--- src/rtl/uart_tx.sv ---
// uart_tx: UART serial transmitter. Start bit, DATA_W data bits LSB first, optional parity, stop bits.
// Define UART_TX_PARITY_EN to insert a parity bit after the data (sense selected by PARITY_ODD).
module uart_tx #(
  parameter int unsigned DATA_W     = 8,
  parameter int unsigned OS         = 16,
  parameter int unsigned STOP_BITS  = 1,
  parameter int unsigned PARITY_ODD = 0
) (
  input  logic              clk,
  input  logic              rstn,
  input  logic              b_tick,
  input  logic              tx_valid,
  input  logic [DATA_W-1:0] tx_data,
  output logic              tx_ready,
  output logic              tx,
  output logic              tx_busy,
  output logic              tx_done
);

  localparam int unsigned TickW = (OS > 1) ? $clog2(OS) : 1;
  localparam logic [TickW-1:0] TickLast = TickW'(OS - 1);
  localparam logic [3:0]       DataLast = 4'(DATA_W - 1);
  localparam logic [3:0]       StopLast = 4'(STOP_BITS - 1);
  localparam bit CfgOk = (DATA_W >= 5) && (DATA_W <= 9) && (OS >= 2) &&
                         ((STOP_BITS == 1) || (STOP_BITS == 2)) && (PARITY_ODD <= 1);

  if (!CfgOk) begin : g_cfg_err
    $error("uart_tx: unsupported parameter combination");
  end

  typedef enum logic [2:0] {
    StIdle,
    StStart,
    StData,
`ifdef UART_TX_PARITY_EN
    StParity,
`endif
    StStop
  } state_e;

  state_e              state_q, state_d;
  logic [TickW-1:0]    tick_cnt_q, tick_cnt_d;
  logic [3:0]          bit_cnt_q, bit_cnt_d;
  logic [DATA_W-1:0]   shreg_q, shreg_d;
  logic                tx_q, tx_d;
  logic                done_q, done_d;
  logic                bit_end;
`ifdef UART_TX_PARITY_EN
  logic                parity_q, parity_d;
`endif

  assign bit_end = b_tick && (tick_cnt_q == TickLast);

  always_comb begin
    state_d    = state_q;
    tick_cnt_d = tick_cnt_q;
    bit_cnt_d  = bit_cnt_q;
    shreg_d    = shreg_q;
    done_d     = 1'b0;
`ifdef UART_TX_PARITY_EN
    parity_d   = parity_q;
`endif

    // Tick counter only runs inside a frame; bit_end wraps it for the next bit.
    if ((state_q != StIdle) && b_tick) begin
      tick_cnt_d = bit_end ? '0 : tick_cnt_q + TickW'(1);
    end

    case (state_q)
      StIdle: begin
        if (tx_valid) begin
          state_d    = StStart;
          shreg_d    = tx_data;
          tick_cnt_d = '0;
          bit_cnt_d  = '0;
`ifdef UART_TX_PARITY_EN
          parity_d   = (^tx_data) ^ (PARITY_ODD != 0);
`endif
        end
      end
      StStart: begin
        if (bit_end) begin
          state_d   = StData;
          bit_cnt_d = '0;
        end
      end
      StData: begin
        if (bit_end) begin
          shreg_d = shreg_q >> 1;
          if (bit_cnt_q == DataLast) begin
`ifdef UART_TX_PARITY_EN
            state_d = StParity;
`else
            state_d = StStop;
`endif
            bit_cnt_d = '0;
          end else begin
            bit_cnt_d = bit_cnt_q + 4'd1;
          end
        end
      end
`ifdef UART_TX_PARITY_EN
      StParity: begin
        if (bit_end) begin
          state_d   = StStop;
          bit_cnt_d = '0;
        end
      end
`endif
      StStop: begin
        if (bit_end) begin
          if (bit_cnt_q == StopLast) begin
            state_d = StIdle;
            done_d  = 1'b1;
          end else begin
            bit_cnt_d = bit_cnt_q + 4'd1;
          end
        end
      end
      default: state_d = StIdle;
    endcase
  end

  // Line level is decoded from the next state so the pin comes straight from a flop.
  always_comb begin
    tx_d = 1'b1;
    case (state_d)
      StIdle:   tx_d = 1'b1;
      StStart:  tx_d = 1'b0;
      StData:   tx_d = shreg_d[0];
`ifdef UART_TX_PARITY_EN
      StParity: tx_d = parity_d;
`endif
      StStop:   tx_d = 1'b1;
      default:  tx_d = 1'b1;
    endcase
  end

  always_ff @(posedge clk or negedge rstn) begin
    if (!rstn) begin
      state_q    <= StIdle;
      tick_cnt_q <= '0;
      bit_cnt_q  <= '0;
      shreg_q    <= '0;
      tx_q       <= 1'b1;
      done_q     <= 1'b0;
`ifdef UART_TX_PARITY_EN
      parity_q   <= 1'b0;
`endif
    end else begin
      state_q    <= state_d;
      tick_cnt_q <= tick_cnt_d;
      bit_cnt_q  <= bit_cnt_d;
      shreg_q    <= shreg_d;
      tx_q       <= tx_d;
      done_q     <= done_d;
`ifdef UART_TX_PARITY_EN
      parity_q   <= parity_d;
`endif
    end
  end

  assign tx       = tx_q;
  assign tx_ready = (state_q == StIdle);
  assign tx_busy  = ~tx_ready;
  assign tx_done  = done_q;

endmodule

--- config.mk ---
export PLATFORM = sky130hd
export DESIGN_NAME = uart_tx
export DESIGN_NICKNAME = d
export VERILOG_FILES = /design/src/rtl/uart_tx.sv
export SDC_FILE = /design/constraint.sdc
export NUM_CORES = 1
export LEC_CHECK = 0
export ABC_AREA = 1
export BUFFER_PORTS_ARGS = -buffer_cell sky130_fd_sc_hd__buf_2
export CORE_ASPECT_RATIO = 1.75
export CORE_UTILIZATION = 30
export CTS_BUF_LIST = sky130_fd_sc_hd__clkbuf_16
export CTS_CLUSTER_DIAMETER = 40
export DETAILED_ROUTE_END_ITERATION = 6
export PLACE_DENSITY = 0.52
export SLEW_MARGIN = 15
export SYNTH_ARGS = -nofsm -noshare
export SYNTH_HDL_FRONTEND = slang
export SYNTH_SLANG_ARGS = --single-unit
--- constraint.sdc ---
create_clock -name clk -period 3.95 [get_ports clk]
set_input_delay 0.5925 -clock clk [delete_from_list [all_inputs] [get_ports clk]]
set_output_delay 0.5925 -clock clk [all_outputs]
set_load 0.005 [all_outputs]
* Word-level counts from Yosys, hierarchy flattened
Cells that the tools add are included.
** Storage, ports and cells
- Flip-flop bits (word level) :: 21
- Bits in latches :: 0
- Bits in writable memories :: 0
- Bits in read-only memories :: 0
- Output and inout port bits :: 4
- Memories :: 0
** Cells by class
- Add/subtract/negate cells :: 2
- Multiply operators :: 0
- Div/mod/pow operators :: 0
- Order comparisons :: 0
- Equality and inequality tests :: 12
- Shifts and indexed selects :: 0
- Multiplexer cells :: 25
- Bitwise logic cells :: 1
- Reduce and logical (&&, ||, !) cells :: 9
** Operator list (count)
- 2-to-1 mux 4 bit :: 10
- 2-to-1 mux 3 bit :: 6
- 2-to-1 mux 8 bit :: 2
- one-hot mux 4 bit (4 select lines) :: 1
- one-hot mux 8 bit (2 select lines) :: 1
- one-hot mux 3 bit (4 select lines) :: 1
- inequality test 2 bit, second input constant :: 5
- == test 3 x 2 -> 1 bit, second input constant :: 3
- adder 4 x 1 -> 4 bit, second input constant :: 2
- == test 3 x 1 -> 1 bit, second input constant :: 2
- AND reduction 6 bit :: 1
- == test 4 x 3 -> 1 bit, second input constant :: 1
- == test 4 bit, second input constant :: 1
- zero test 4 bit :: 1
- nonzero test 4 bit :: 1
- zero test 3 bit :: 1
- 2-to-1 mux 1 bit :: 3
- AND reduction 3 bit :: 1
- nonzero test 3 bit :: 1
- logical AND 1 bit :: 2
- one-hot mux 1 bit (2 select lines) :: 1
- nonzero test 2 bit :: 1
- inverter 1 bit :: 1

* Logic depth before layout (Yosys ltp)
Gate-level depths: netlist (run 1).
- Depth after elaboration :: 6
- Depth in mapped cells :: 11

* Worst setup path after synthesis (run 1)
Ideal clock, no wire load.
- Kind :: register to output
- From :: register state_q[0]
- To :: output port tx_ready
- Arrival :: 0.713 ns
- Path slack :: 2.645 ns
- Cell stages (with the launch flop) :: 4
- Buffers on the path :: 0
- Cells stage by stage :: dfrtp_1 > nor2_4 > nand2_4 > inv_4
** On the way
- Cells in the longest elaborated chain, start to end :: 1
** Ends and longest elaborated chain
- start, declared :: line 41 : state_e state_q, state_d;
- start signal, assigned :: line 141 : state_q <= StIdle;
- start signal, assigned :: line 151 : state_q <= state_d;
- zero test 3 bit :: line 164 : assign tx_ready = (state_q == StIdle);
- end, declared :: line 14 : output logic tx_ready,
Every way passes these cells.

* Worst setup path in the final report (run 1)
- From :: register state_q[2]
- To :: output port tx_ready
Same word-level chain as after synthesis.

==> key figures, run 1 <==
Timing
  • Hold Vio Cnt, Final: 0
  • Setup TNS: 0 ns
  • Worst setup margin: ~2.2 ns
  • Slew HR: between 60 and 70%
  • Clock Skew: roughly 0.00055 ns
  • Max-slew violations: 0
  • Clock period minus worst slack: between 1.5 and 2 ns
  • Tightest Pin Transition: 0.505 ns
  • Fin crit share: between 40 and 50%
  • Max Fclk: ~0.57 GHz
  • Final Setup Violations: 0
  • RSZ-0062 raised after global routing: false

Critical path
  • Critical path required time: ~3.4 ns
  • Setup Crit Path Kind: register to output port
  • Reg2reg setup slack: 2.49 ns
  • Critical R2R Launch: tick_cnt_q[1]
  • Crit Reg-Reg Endpoint: tx
  • Crit path arrival time: roughly 1.2 ns
  • Crit end category: output port
  • Worst setup SP type: register
  • R2r worst-path depth: 11
  • Worst-path fanout max: 6

GRT
  • Global-route wire length before repair: about 4300 um
  • Total global routing overflow: 0
  • Vias in the first global route: 969
  • Initial antenna violation count: 0
  • Largest net degree at the start of global routing: 22
  • Total global-route track usage: 13.0%

CTS
  • CTS buffer count: 3
  • Clock Latency Late Sink: between 0.2 and 0.3 ns
  • Post-CTS setup buffers: 0
  • H-tree depth: 1
  • Clk buf depth: 2
  • Worst-path clk slew: approximately 0.060 ns
  • Clk sinks: 21
  • CTS tree: built
  • Clock root buffer: clkbuf_16
  • Post-CTS Hold Fix Bufs: 0
  • Post-cts resize count: 0

Cells and area
  • Util after Layout: a little over a third
  • Final std cells w/o fill: around 210
  • Nets@finish: 179
  • Fillers: between 400 and 500
  • Layout cell share with drive strength beyond 1: between 30% and 40%
  • Antenna Cells: 0
  • Area Overhead vs Synth: 17.8%

Die
  • Width of the die: roughly 50 um
  • Die height: roughly 86 um
  • Core ar.: roughly 0.0039 mm2
  • Row count: 30
  • Die ar.: 0.00427 mm2
  • Initial Util: between 30% and 40%
  • Io pins: 16

Routing
  • Routed Antenna Nets: 0
  • Via count: a little under 1,000
  • Avg WL per Cell: 11.5 um
  • DRC errors left: 0
  • DRT iter0 DRCs: 10
  • Initial DRT Pass Iterations: 4
  • Overall routed net length: approximately 2400 um
  • Via/cell ratio: about 4.6

Status
  • Status: completed

Placed design
  • DP HPWL: roughly 1900 um
  • Place WS: around 2.4 ns
  • Port buffer count: 15
  • Final GP Congestion: ~0.79
  • Placed cells: 207

Synth
  • Warning count from the yosys run: 0
  • Sequential area share after synthesis: around 44%
  • Post-synthesis net count: ~160
  • Mapped Cells: roughly 140
  • Predominant post-synthesis flop cell: dfrtp_1
  • #FFs+latches synth: 21
  • Synth cell types: 27
  • Top cells by area, synth: dfrtp_1, nand2_1, nand2_2
  • Post-synth top area cell: dfrtp_1
  • Top cells by count, synth: nand2_1, dfrtp_1, inv_1
  • Synth top area share: about two fifths
  • Syn Area/Cell: 8.33 um2
  • Mapped Area: between 0.001 and 0.0015 mm2
  • Number of synthesized flops with an enable pin: 0
  • Most frequent cell after synthesis: nand2_1
  • Synth async-reset ratio: between 90% and 100%

Pwr
  • Pwr Density: between 400 and 500 mW/mm2
  • Maximum VDD drop: approximately 190 uV
  • Leakage power: just over 0.7 nW

Hold path
  • Worst hold path type: primary input to async pin

Flow run
  • Max_cap viols: 0
==> power by group <==
group	internal, mW	leakage (nW)	switching (mW)	total (mW)
registers	0.250	0.269	0.0216	0.271
clock network	0.135	0.0423	0.0794	0.214
logic	0.0403	0.413	0.0627	0.103
==> metrics by stage <==
stage	hold WS, ns	power (mW)	instance area (um2)
2_1_floorplan	0.297	0.345	1200
3_3_place_gp	0.464	0.374	1340
3_5_place_dp	0.478	0.379	1340
4_1_cts	0.320	0.597	1410
5_1_grt	0.352	0.623	1410
6_report	0.302	0.589	1410
==> worst max-delay path, stage by stage, from the launching register on <==
cell	delay (ns)
dfrtp_1	0.43
nor2_4	0.17
nand2_4	0.10
inv_4	0.09
buf_2	0.11
==> cell families after synthesis <==
| logic type | after synthesis | share of synthesized area [%] |
|---|---|---|
| other | 1 | 0.313 |
| and+or+nand+nor | 81 | 36.5 |
| buffers and inverters | 20 | 6.46 |
| AOI/OAI and AO/OA | 16 | 8.24 |
| xor gates and xnor gates | 2 | 1.46 |
| DFF | 21 | 43.9 |
| adders and majority gates | 3 | 3.13 |
==> layout by cell type, fill, tap and decap left out, types with 2 or more instances in the layout <==
master	Yosys	layout
nand2_1	37	37
nor2_1	9	9
ha_1	3	3
xnor2_1	2	2
o21ai_1	2	2
nor2_4	4	4
buf_2	0	15
nand3_1	8	8
inv_1	12	13
nand2_2	8	8
clkbuf_16	0	3
a22oi_1	2	2
dfrtp_1	20	20
nand2_4	3	3
o21ai_0	5	5
nand4_1	2	2
nand3_2	2	2
nor2_2	5	5
o221ai_1	3	3
inv_2	6	6
a21oi_1	3	3
==> layer usage <==
layer	track usage [%]	vias to the layer above	part of all wire (%)
met2	22.6	10	53
li1	-	496	-
met1	15.1	450	43
met4	7.79	0	2.5
met5	0	-	0
met3	1.06	5	1.6
==> state kept, by name, summed over array words and instances (netlist names) <==
name        count
bit_cnt_q       4
state_q         3
tx              1
shreg_q         8
tick_cnt_q      4
tx_done         1
==> area by class of cell <==
class,count,area [um2],area share [%]
multi-input cells,103,596,42.1
flip-flops and latches,21,527,37.3
inverters,20,77.6,5.49
clock buffers,3,75.1,5.31
repair buffers,15,75.1,5.31
well taps,48,60.1,4.25
clock inverters,1,3.75,0.265
==> how the worst max path moves through the flow <==
stage	startpoint	endpoint	depth (start not counted)
CTS	state_q[2]	tx_ready	4
finish	state_q[2]	tx_ready	4
global placement	b_tick	tx	11
detailed placement	b_tick	tx	11
floorplan	state_q[0]	tx_ready	3
global route	state_q[2]	tx_ready	4
No activity file was read; power rests on OpenSTA's default activity.
==> run 2: changes to the inputs <==
Settings changed: PLACE_DENSITY 0.52 to 0.54.
Clock period 3.95 ns to 1.46 ns, I/O delays scaled along.
==> key figures, run 2 (synthesized netlist as in run 1, its figures left out) <==
Placed design
  • Place WS: 0.0468 ns (was 2.39 ns)
  • Final GP Congestion: 0.783 (was 0.789)
  • DP HPWL: 1910 um (was 1860 um)
  • Placed cells: 207 (unchanged)
  • Placed cell area: 0.00134 mm2 (unchanged)
  • Port buffer count: 15 (unchanged)

Cells and area
  • Post-route cell area: 0.00147 mm2 (was 0.00141 mm2)
  • Antenna Cells: 0 (unchanged)
  • Most common cell after layout, fill and taps aside: nand2_1 (unchanged)
  • Final std cells w/o fill: 214 (was 211)
  • Nets@finish: 182 (was 179)
  • Layout cell share with drive strength beyond 1: 33.7% (was 30.1%)
  • Commonest cells after routing, fill and taps aside: nand2_1, dfrtp_1, buf_2, inv_1 (was nand2_1, dfrtp_1, buf_2, inv_1, nor2_1)
  • Area Overhead vs Synth: 22.4% (was 17.8%)
  • Biggest regs: shreg_q (8), bit_cnt_q (4), tick_cnt_q (4) (unchanged)
  • Largest register FFs: 8 (unchanged)
  • Largest Register: shreg_q (unchanged)

Die
  • Initial Util: 31.0% (unchanged)
  • Die height: 85.7 um (unchanged)
  • Core ar.: 0.00387 mm2 (unchanged)
  • Width of the die: 49.8 um (unchanged)
  • Io pins: 16 (unchanged)
  • Row count: 30 (unchanged)
  • Die ar.: 0.00427 mm2 (unchanged)

Routing
  • DRC errors left: 0 (unchanged)
  • Avg WL per Cell: 11.4 um (was 11.5 um)
  • Via count: 985 (was 961)
  • Overall routed net length: 2450 um (was 2420 um)
  • Via/cell ratio: 4.60 (was 4.55)
  • Routed Antenna Nets: 0 (unchanged)
  • DRT iter0 DRCs: 14 (was 10)
  • Initial DRT Pass Iterations: 4 (unchanged)

CTS
  • H-tree depth: 1 (unchanged)
  • CTS buffer count: 3 (unchanged)
  • Clock root buffer: clkbuf_16 (unchanged)
  • CTS tree: built (unchanged)
  • Clk sinks: 21 (unchanged)
  • Worst-path clk slew: 0.06 ns (about the same)
  • Clk buf depth: 2 (unchanged)
  • Clock Latency Late Sink: 0.26 ns (was 0.25 ns)

GRT
  • Global-route wire length before repair: 4260 um (unchanged)
  • Total global-route track usage: 13.6% (was 13.0%)
  • Vias in the first global route: 997 (was 969)
  • Total global routing overflow: 0 (unchanged)
  • Largest net degree at the start of global routing: 22 (unchanged)
  • Initial antenna violation count: 0 (unchanged)

Critical path
  • Crit end category: register (was output port)
  • Worst setup SP type: register (unchanged)
  • Worst-path fanout max: 7 (was 6)
  • Critical path required time: 1.66 ns (was 3.36 ns)
  • Setup Crit Path Kind: register to register (was register to output port)
  • Crit path arrival time: 1.57 ns (was 1.16 ns)
  • Crit Reg-Reg Endpoint: bit_cnt_q[0] (was tx)
  • Critical path endpoint: bit_cnt_q[0] (was tx_ready)
  • Critical R2R Launch: tick_cnt_q[1] (unchanged)
  • CP Launch Point: tick_cnt_q[1] (was state_q[2])
  • R2r worst-path depth: 9 (was 11)
  • Reg2reg setup slack: 0.09 ns (was 2.49 ns)

Timing
  • Hold Vio Cnt, Final: 0 (unchanged)
  • Max Fclk: about 0.73 GHz
  • Clock Skew: 0.00515 ns (was 0.000554 ns)
  • RSZ-0062 raised after global routing: true (was false)
  • Max-slew violations: 0 (unchanged)
  • Final Setup Violations: 0 (unchanged)
  • Clock period minus worst slack: about 1.4 ns
  • Fin crit share: a little over nine tenths
  • Hold_ws: 0.178 ns (was 0.302 ns)
  • Worst setup margin: 0.0872 ns (was 2.20 ns)

Flow run
  • Max_cap viols: 0 (unchanged)

Hold path
  • Worst hold path type: primary input to register (was primary input to async pin)
  • Hold_sp: tx_data[5]

Pwr
  • Total power: 1.63 mW (was 0.589 mW)
  • Pwr Density: 1110 mW/mm2 (was 417 mW/mm2)
  • Leakage power: 0.739 nW (was 0.725 nW)
  • Maximum VDD drop: 555 uV (was 188 uV)

Status
  • Status: completed (unchanged)
[run 2: changes by cell type in the layout (fill, tap and decap cells not counted)]
cell | previous run | this run
clkinv_2 | 0 | 1
ha_4 | 0 | 1
inv_1 | 13 | 12
dlygate4sd3_1 | 0 | 1
nor2_4 | 4 | 6
o21ai_0 | 5 | 4
ha_1 | 3 | 2
dfrtp_1 | 20 | 19
o21ai_1 | 2 | 3
nor2_1 | 9 | 7
buf_4 | 0 | 2
dfrtp_2 | 0 | 1
[run 2: area by class of cell]
type	count	area, um2
inverters	20	77.6
fillers	416	2400
clock buffers	3	75.1
flip-flops and latches	21	528
well taps	48	60.1
clock inverters	1	5.00
repair buffers	18	100
multi-input cells	103	623
[run 2: metrics by stage]
| step | setup TNS (ns) | utilization, % |
|---|---|---|
| after floorplan | 0 | - |
| after global placement | 0 | 34.5 |
| after detailed placement | 0 | 34.5 |
| after CTS | 0 | 36.9 |
| after global routing | -0.0777 | 38.0 |
| final | 0 | 38.0 |
[run 2: worst min path at each step]
stage / cells past startpoint / slack (ns) / to
4_1_cts: 3 / 0.18 / shreg_q[5]
5_1_grt: 3 / 0.19 / shreg_q[4]
6_report: 3 / 0.18 / shreg_q[5]
3_5_place_dp: 1 / 0.22 / shreg_q[0]
2_1_floorplan: 0 / -0.08 / bit_cnt_q[0]
3_3_place_gp: 1 / 0.21 / shreg_q[0]
[run 2: timing repair]
action                                 in CTS  in global routing
setup buffers                               0                  2
gates resized for setup                     0                  8
setup endpoints to repair                   0                  6
hold buffers                                1                  0
endpoints found under the hold margin      20                  0
[run 2: worst max-delay path, cell delays in order (launching register included)]
cell and delay, ns:
dfrtp_1 0.39, ha_4 0.16, nand2_4 0.06, nor2_8 0.14, inv_2 0.09, nand2_2 0.09
nand2_2 0.06, nor2_4 0.14, nand3_1 0.09, nand2_1 0.07
[run 2: metal layers]
layer / vias to the layer above / part of all wire [%] / GRT usage [%]
li1: 501 / - / -
met1: 469 / 39 / 13.2
met2: 10 / 56 / 25.3
met3: 5 / 1.7 / 2.13
met4: 0 / 3.1 / 9.35
met5: - / 0 / 0
[run 2: power by group]
group          total (mW)  switching [mW]  internal [mW]
clock               0.587           0.218          0.368
combinational       0.299           0.170          0.129
sequential          0.741          0.0643          0.677
==> run 3: changes to the inputs <==
Settings changed: CORE_UTILIZATION 30 to 50, MAX_ROUTING_LAYER from default to met4, PLACE_DENSITY 0.54 to 0.78.
==> key figures, run 3 (synthesized netlist as in run 1, its figures left out) <==
GRT
  • Vias in the first global route: 1,004 (was 997)
  • Initial antenna violation count: 0 (unchanged)
  • Largest net degree at the start of global routing: 22 (unchanged)
  • Total global routing overflow: 0 (unchanged)
  • Global-route wire length before repair: 3910 um (was 4260 um)
  • Total global-route track usage: 21.8% (was 13.6%)

Routing
  • Routed wl met2: 1470 um (was 1380 um)
  • Avg WL per Cell: 13.1 um (was 11.4 um)
  • Initial DRT Pass Iterations: 4 (unchanged)
  • DRC errors left: 0 (unchanged)
  • Routed Antenna Nets: 0 (unchanged)
  • Routed metal-1 wire length: 912 um (was 945 um)
  • Top sig layer: met4 (unchanged)
  • Routed wl met3: 77 um (was 41 um)
  • Via count: 1,024 (was 985)
  • DRT iter0 DRCs: 31 (was 14)
  • Overall routed net length: 2530 um (was 2450 um)
  • Via/cell ratio: 5.31 (was 4.60)

Critical path
  • CP most frequent cell: nand2_4 (was nand2_2)
  • Critical path required time: 1.61 ns (was 1.66 ns)
  • Worst Path Buf+Inv: 2 (was 1)
  • Critical R2R Launch: tick_cnt_q[1] (unchanged)
  • Reg2reg setup slack: 0.007 ns (was 0.09 ns)
  • R2r worst-path depth: 9 (unchanged)
  • Crit end category: register (unchanged)
  • Crit path arrival time: 1.60 ns (was 1.57 ns)
  • CP top delay family: simple AND/OR/NAND/NOR gates (unchanged)
  • Setup Crit Path Kind: register to register (unchanged)
  • Crit Reg-Reg Endpoint: shreg_q[0] (was bit_cnt_q[0])
  • Crit-path cells: ha_4 -> nand2_4 -> nor2_8 -> nand2_4 -> nand2_4 -> inv_2 -> nand2_1 -> nand2_2 -> buf_4 (was ha_4 -> nand2_4 -> nor2_8 -> inv_2 -> nand2_2 -> nand2_2 -> nor2_4 -> nand3_1 -> nand2_1)
  • Worst-path fanout max: 7 (unchanged)
  • Crit path largest cell delay: 0.40 ns (was 0.39 ns)
  • Slowest CP cell: dfrtp_1 (unchanged)
  • Worst setup SP type: register (unchanged)

Cells and area
  • Antenna Cells: 0 (unchanged)
  • Biggest regs: shreg_q (8), bit_cnt_q (4), tick_cnt_q (4) (unchanged)
  • Commonest cells after routing, fill and taps aside: nand2_1, dfrtp_1, buf_2, inv_1 (unchanged)
  • Area Overhead vs Synth: 21.8% (was 22.4%)
  • Post-route cell area: 0.00146 mm2 (was 0.00147 mm2)
  • Nets@finish: 184 (was 182)
  • Final std cells w/o fill: 193 (was 214)
  • Largest Register: shreg_q (unchanged)
  • Layout cell share with drive strength beyond 1: 33.9% (was 33.7%)
  • Most common cell after layout, fill and taps aside: nand2_1 (unchanged)
  • Largest register FFs: 8 (unchanged)

Placed design
  • Placed cells: 184 (was 207)
  • Port buffer count: 15 (unchanged)
  • Placed cell area: 0.00131 mm2 (was 0.00134 mm2)
  • Final GP Congestion: 0.780 (was 0.783)
  • DP HPWL: 1890 um (was 1910 um)

Hold path
  • Hold_sp: tx_data[5] (unchanged)
  • Worst hold path type: primary input to register (unchanged)
  • Hold Crit Endpoint: shreg_q[5] (unchanged)
  • Min-Delay Path Depth: 3 (unchanged)

CTS
  • CTS tree: built (unchanged)
  • Clk buf depth: 2 (unchanged)
  • Clock root buffer: clkbuf_16 (unchanged)
  • Clock Latency Late Sink: 0.25 ns (was 0.26 ns)
  • Clk sinks: 21 (unchanged)
  • Worst-path clk slew: 0.05 ns (was 0.06 ns)
  • H-tree depth: 1 (unchanged)
  • CTS buffer count: 3 (unchanged)

Die
  • Io pins: 16 (unchanged)
  • Width of the die: 39.0 um (was 49.8 um)
  • Die ar.: 0.00261 mm2 (was 0.00427 mm2)
  • Die height: 66.8 um (was 85.7 um)
  • Initial Util: 52.8% (was 31.0%)
  • Row count: 23 (was 30)
  • Core ar.: 0.00227 mm2 (was 0.00387 mm2)

Timing
  • Max Fclk: 0.688 GHz (was 0.728 GHz)
  • Final Setup Violations: 0 (unchanged)
  • Hold Vio Cnt, Final: 0 (unchanged)
  • Clock period minus worst slack: 1.45 ns (was 1.37 ns)
  • Fin crit share: 99.5% (was 94.0%)
  • Clock Skew: 0.00199 ns (was 0.00515 ns)
  • RSZ-0062 raised after global routing: true (unchanged)
  • Hold_ws: 0.185 ns (was 0.178 ns)
  • Max-slew violations: 0 (unchanged)

Flow run
  • Max_cap viols: 0 (unchanged)

Pwr
  • Leakage power: 0.767 nW (was 0.739 nW)
  • Maximum VDD drop: 802 uV (was 555 uV)
  • Pwr Density: 1120 mW/mm2 (was 1110 mW/mm2)
  • Total power: 1.63 mW (about the same)

Status
  • Status: completed (unchanged)
run 3: timing repair:
| action | in CTS | in global routing |
|---|---|---|
| endpoints found under the setup margin | 0 | 6 |
| setup buffers | 0 | 4 |
| endpoints found under the hold margin | 20 | 0 |
| hold buffers | 1 | 0 |
| resized for setup | 0 | 9 |
run 3: routing by layer:
metal	global-route usage [%]	up-vias
met5	-	-
met4	11.6	0
met3	3.33	7
met2	41.5	24
met1	18.6	488
li1	-	505
run 3: worst max path at each step:
| stage | startpoint | endpoint | slack (ns) | depth (start not counted) |
|---|---|---|---|---|
| final | tick_cnt_q[1] | shreg_q[0] | 0.007 | 9 |
| after floorplan | tick_cnt_q[0] | bit_cnt_q[0] | 0.19 | 9 |
| after global routing | tick_cnt_q[1] | shreg_q[0] | -0.09 | 9 |
| after detailed placement | tick_cnt_q[0] | tx | 0.04 | 11 |
| after global placement | tick_cnt_q[0] | tx | 0.09 | 11 |
| after CTS | tick_cnt_q[0] | tx | 0.03 | 11 |
run 3: area by class of cell:
class / instances / area (um2)
Clock buffer: 3 / 75.1
Clock inverter: 1 / 3.75
Fill cell: 181 / 812
Inverter: 20 / 80.1
Multi-Input combinational cell: 103 / 628
Sequential cell: 21 / 528
Tap cell: 25 / 31.3
Timing Repair Buffer: 20 / 115
run 3: stage by stage:
step	setup WS, ns	util (%)	TNS, ns
finish	0.00736	64.3	0
global route	-0.0883	64.3	-0.429
CTS	0.0281	61.4	0
detailed placement	0.0440	57.5	0
global placement	0.0910	57.5	0
floorplan	0.194	-	0
run 3: power breakdown:
group / total (mW) / internal [mW] / switching, mW
Sequential: 0.747 / 0.677 / 0.0694
Combinational: 0.320 / 0.140 / 0.180
Clock: 0.564 / 0.365 / 0.199
run 3: worst reg2reg max path: stages, from the launching register on:
cell     delay (ns)
dfrtp_1        0.40
ha_4           0.17
nand2_4        0.06
nor2_8         0.19
nand2_4        0.11
nand2_4        0.11
inv_2          0.06
nand2_1        0.07
nand2_2        0.06
buf_4          0.12
